--- src/rtl/beta_pkg.sv ---
// Shared definitions for the Beta fetch/PC slice: PCSEL codes, default
// vectors and the fetch FSM state type.
package beta_pkg;

  // PCSEL encodings driven by the control unit
  localparam logic [2:0] PCSEL_PC4   = 3'd0;
  localparam logic [2:0] PCSEL_BR    = 3'd1;
  localparam logic [2:0] PCSEL_JMP   = 3'd2;
  localparam logic [2:0] PCSEL_ILLOP = 3'd3;
  localparam logic [2:0] PCSEL_XADR  = 3'd4;

  // Default vectors; bit 31 is the supervisor bit
  localparam logic [31:0] DEF_RESET_VEC = 32'h8000_0000;
  localparam logic [31:0] DEF_ILLOP_VEC = 32'h8000_0004;
  localparam logic [31:0] DEF_XADR_VEC  = 32'h8000_0008;

  // Fetch FSM states
  typedef enum logic [1:0] {
    ST_RST   = 2'd0,
    ST_FETCH = 2'd1,
    ST_HOLD  = 2'd2
  } ifetch_state_t;

endpackage

--- src/rtl/beta_pc_next.sv ---
// Combinational next-PC mux. Address arithmetic runs in the 31-bit
// address space; the supervisor bit is carried separately so that only
// JMP can clear it and nothing but the fixed vectors can set it.
module beta_pc_next
  import beta_pkg::*;
#(
  parameter logic [31:0] ILLOP_VEC = DEF_ILLOP_VEC,
  parameter logic [31:0] XADR_VEC  = DEF_XADR_VEC
) (
  input  logic [31:0] pc,
  input  logic [15:0] offset,
  input  logic [31:0] jt,
  input  logic [2:0]  pcsel,
  output logic [31:0] next_pc,
  output logic [31:0] pc_plus4,
  output logic [31:0] branch_target
);

  logic [30:0] br_disp;
  logic [31:0] sel_pc;

  // Word offset sign-extended from bit 15 and scaled to bytes
  assign br_disp       = {{13{offset[15]}}, offset, 2'b00};
  assign pc_plus4      = {pc[31], pc[30:0] + 31'd4};
  assign branch_target = {pc[31], pc_plus4[30:0] + br_disp};

  // Select the PC source from the control unit's PCSEL code
  always_comb begin
    // NOTE: default assignment first so no path leaves sel_pc unassigned (no latch).
    sel_pc = ILLOP_VEC;
    case (pcsel)
      PCSEL_PC4:   sel_pc = pc_plus4;
      PCSEL_BR:    sel_pc = branch_target;
      PCSEL_JMP:   sel_pc = {pc[31] & jt[31], jt[30:0]};
      PCSEL_ILLOP: sel_pc = ILLOP_VEC;
      PCSEL_XADR:  sel_pc = XADR_VEC;
      default:     sel_pc = ILLOP_VEC;
    endcase
  end

  // Instruction addresses are always word aligned
  assign next_pc = {sel_pc[31:2], 2'b00};

endmodule

--- src/rtl/beta_ifetch.sv ---
// Beta instruction fetch / PC stage. Issues one fetch at a time, holds the
// fetched word for the control unit, and advances the PC on instr_ack.
module beta_ifetch
  import beta_pkg::*;
#(
  parameter logic [31:0] RESET_VEC = DEF_RESET_VEC,
  parameter logic [31:0] ILLOP_VEC = DEF_ILLOP_VEC,
  parameter logic [31:0] XADR_VEC  = DEF_XADR_VEC
) (
  input  logic        clk,
  input  logic        reset,
  output logic        imem_req,
  output logic [31:0] imem_addr,
  input  logic        imem_ready,
  input  logic [31:0] imem_rdata,
  output logic [31:0] instruction,
  output logic        instr_valid,
  input  logic        instr_ack,
  input  logic [2:0]  pcsel,
  input  logic [31:0] jt,
  output logic [31:0] pc,
  output logic [31:0] pc_plus4,
  output logic [31:0] branch_target
);

  ifetch_state_t state;
  logic [31:0]   next_pc;

  beta_pc_next #(
    .ILLOP_VEC (ILLOP_VEC),
    .XADR_VEC  (XADR_VEC)
  ) u_pc_next (
    .pc            (pc),
    .offset        (instruction[15:0]),
    .jt            (jt),
    .pcsel         (pcsel),
    .next_pc       (next_pc),
    .pc_plus4      (pc_plus4),
    .branch_target (branch_target)
  );

  // The fetch address is the PC itself, stable for the whole request
  assign imem_addr = pc;

  // Fetch FSM with PC and instruction registers; reset dominates
  always_ff @(posedge clk) begin
    // NOTE: sequential state uses non-blocking assignments so all registers update together.
    if (reset) begin
      state       <= ST_RST;
      pc          <= RESET_VEC;
      instruction <= '0;
      instr_valid <= 1'b0;
      imem_req    <= 1'b0;
    end else begin
      case (state)
        ST_RST: begin
          imem_req <= 1'b1;
          state    <= ST_FETCH;
        end
        ST_FETCH: begin
          if (imem_ready) begin
            instruction <= imem_rdata;
            instr_valid <= 1'b1;
            imem_req    <= 1'b0;
            state       <= ST_HOLD;
          end
        end
        ST_HOLD: begin
          if (instr_ack) begin
            pc          <= next_pc;
            instr_valid <= 1'b0;
            imem_req    <= 1'b1;
            state       <= ST_FETCH;
          end
        end
        default: begin
          imem_req    <= 1'b0;
          instr_valid <= 1'b0;
          state       <= ST_RST;
        end
      endcase
    end
  end

endmodule

--- config.mk ---
export PLATFORM = sky130hd
export DESIGN_NAME = beta_ifetch
export DESIGN_NICKNAME = d
export VERILOG_FILES = /design/src/rtl/beta_pkg.sv /design/src/rtl/beta_pc_next.sv /design/src/rtl/beta_ifetch.sv
export SDC_FILE = /design/constraint.sdc
export NUM_CORES = 1
export LEC_CHECK = 0
export BUFFER_PORTS_ARGS = -buffer_cell sky130_fd_sc_hd__buf_2
export CORE_UTILIZATION = 45
export DETAILED_ROUTE_END_ITERATION = 12
export PLACE_DENSITY = 0.77
export SKIP_CTS_REPAIR_TIMING = 1
export SLEW_MARGIN = 20
export SYNTH_ARGS = -nofsm -noshare
export SYNTH_HDL_FRONTEND = slang
export SYNTH_SLANG_ARGS = --single-unit
--- constraint.sdc ---
create_clock -name clk -period 4.1 [get_ports clk]
set_input_delay 0.615 -clock clk [delete_from_list [all_inputs] [get_ports clk]]
set_output_delay 0.615 -clock clk [all_outputs]
set_load 0.05 [all_outputs]
==> results_dict.tcl <==
set metrics [dict create \
    status "finished, violations left" \
    violations "negative setup slack" \
    synth_common_cells "nand2_1 (127), a21oi_1 (76), dfxtp_1 (65)" \
    synth_edf_count 0 \
    clock_skew_ns 0.006618 \
    row_count 39 \
    drive_above_1_share_pct 47.86 \
    async_reset_ff_share_pct 0 \
    dp_cells 1077 \
    antenna_found_initial 0 \
    drt_pass1_iterations 5 \
    ant_nets 0 \
    hold_violations 0 \
    numClockSinks 65 \
    yosysTopAreaCell "dfxtp_1" \
    io_buffers 222 \
    avgSynthCellArea_um2 7.489 \
    die_w_um 110.3 \
    drcViolationCount 0 \
    ys_types 67 \
    clkTransAtPathRegs_ns 0.06 \
    clock.fmax_mhz 235.0 \
    worstPathCellList "ha_4 -> and4_4 -> nand4_1 -> xnor2_4 -> ha_4 -> and3_4 -> a32oi_2 -> o41ai_4 -> o21ai_2 -> a31oi_2 -> a21oi_2 -> o211ai_2 -> a21oi_2 -> xnor2_4 -> buf_6" \
    peakVddDrop_uv 432.3 \
    drt_wl_total_mm 19.74 \
    synthSimpleGateAreaFrac_pct 22.11 \
    fin_total_pwr_uw 1912 \
    cts_tree "built" \
    yosys_most_used_dff "dfxtp_1" \
    endpoint_kind "output port" \
    max-slew-margin-rel_pct 42.23 \
    dp_hpwl_mm 14.66 \
    crit_path_start_kind "flip-flop" \
    cp_slowest_cell "dfxtp_4" \
    area_growth_pct 53.82 \
    grtUsageTotal_pct 31.31 \
    yosys_warnings 0 \
    antenna_cells 0 \
    synthMuxAreaShare_pct 2.109 \
    fin_crit_ns 4.256 \
    die_h_um 110.3 \
    cts_htree_levels 3 \
    grt_overflow 0 \
    synthXorXnorAreaFrac_pct 9.265 \
    synthAdderAreaFrac_pct 8.199 \
    leakage_uw 0.003956 \
    instances_no_fill 1102 \
    grt_pass1_vias 5525 \
    syn-instance-count 705 \
    worstHoldPathType "flip-flop to flip-flop" \
    required_ns 3.48 \
    worst_slew_pin_slew_ns 0.8600 \
    grt_setup_unrepaired "yes" \
    fin_ws_ns -0.1560 \
    final_nets 1059 \
    dr_total_vias 6149 \
    post_drt_wl_per_cell_um 17.91 \
    min_period_over_period_pct 103.8 \
    maxCapViolCount 0 \
    synth-seq-area-share_pct 24.64 \
    mappedNetlistArea_mm2 0.005280 \
    synth.most_common_cell "nand2_1" \
    max_stage_delay_ns 0.37 \
    drt-initial-drc-count 404 \
    preCtsSetupSlack_ns -0.07718 \
    finalSetupTns_ns -0.4524 \
    synth-seq-cells 65 \
    synth_top_area_share_pct 24.64 \
    n_fill_cell 908 \
    synth_top_family_by_area "compound AO/OA/AOI/OAI gates" \
    die_area_mm2 0.01217 \
    root_buffer "clkbuf_16" \
    pwr_density_cell_mw_per_mm2 235.4 \
    worstPathArrival_ns 3.64 \
    cts-buffers-inserted 9 \
    grt_pass1_wl_mm 28.32 \
    grt_max_degree 56 \
    clk_path_buf_depth 2 \
    clock_latency_ns 0.35 \
    cp_max_fo 4 \
    setup_viol 5 \
    fp.coreArea_mm2 0.01142 \
    initial_utilization_pct 46.24 \
    critical_path_class "flip-flop to output port" \
    synth_area_leaders "dfxtp_1 (25%), nand2_1 (9.0%), ha_1 (7.8%)" \
    viasPerCell 5.580 \
    gp_congestion 0.9947 \
    synth_compound_area_share_pct 24.60 \
    ioPinCount 233 \
    drv_slew 0 \
]
-- metal layers --
metal	GRT usage, %	share of wire, %	wire, um	vias to the layer above
li1	-	-	-	2933
met1	39.03	40	7937	2873
met2	52.48	48	9515	303
met3	8.172	9.1	1792	40
met4	9.962	2.5	495	0
met5	0	0	0	-
-- where the power goes --
part	internal, uW	leakage, uW	switching (uW)
Combinational	132	0.00326	295
Sequential	645	0.000540	20.2
Clock	483	0.000153	337
Total	1260	0.00396	652
-- cells by family after synthesis --
kind of cell,after synthesis
buffers and inverters,84
adder cells (fa/ha/maj),34
AO/OA/AOI/OAI,193
AND/OR/NAND/NOR,262
other,1
flip-flops,65
XOR/XNOR,55
multiplexers,11
-- layout by cell type, fill, tap and decap left out, types with 12 or more instances in the layout --
cell     Yosys  final
dfxtp_1     65     46
xnor2_2      1     12
buf_6        1     14
buf_4       40     79
a21o_1      17     17
a21oi_1     76     68
o21ai_0     24     21
a21oi_2      8     12
inv_1       12     12
xnor2_1     36     12
nand3_1     18     13
ha_1        33     15
xnor2_4      0     13
buf_2        2    209
nor2_1      55     50
nand2_1    127    122
ha_4         0     15
-- flip-flops by register name (all words and copies together), names as in the netlist --
signal,flops
state,1
instruction,32
instr_valid,1
imem_addr,30
imem_req,1
-- critical path, delay by kind of cell, from the launching register on --
| kind | cells | cell delay [ns] |
|---|---|---|
| compound gates | 7 | 1.39 |
| simple gates | 3 | 0.57 |
| xor+xnor | 2 | 0.39 |
| fa+ha+maj | 2 | 0.38 |
| flops | 1 | 0.37 |
| buf+inv | 1 | 0.17 |
-- per-stage QoR --
step	util, %	cell area (um2)	hold slack, ns
global route	71.13	8122	0.4667
CTS	65.98	7533	0.4510
floorplan	-	5819	0.4904
global placement	63.24	7221	0.4380
finish	71.13	8122	0.4525
detailed placement	63.28	7226	0.4430
-- area by class of cell --
cell class / instances / area (um2) / area share (%)
multi-input combinational: 563 / 4438 / 54.64
clock inverter: 7 / 82.58 / 1.017
sequential: 65 / 1348 / 16.59
clock buffer: 9 / 225.2 / 2.773
timing repair buffer: 303 / 1804 / 22.22
inverter: 12 / 45.04 / 0.5546
tap: 143 / 178.9 / 2.203
-- final timing paths --
| check | slack [ns] | to | startpoint | cells past startpoint |
|---|---|---|---|---|
| setup reg to reg | 0.62 | imem_addr[27] | imem_addr[3] | 18 |
| hold reg to reg | 0.45 | instruction[26] | instruction[26] | 2 |
| hold / removal | 0.45 | instruction[26] | instruction[26] | 2 |
| setup / recovery | -0.16 | branch_target[29] | imem_addr[3] | 15 |
No activity file was read; power rests on OpenSTA's default activity.
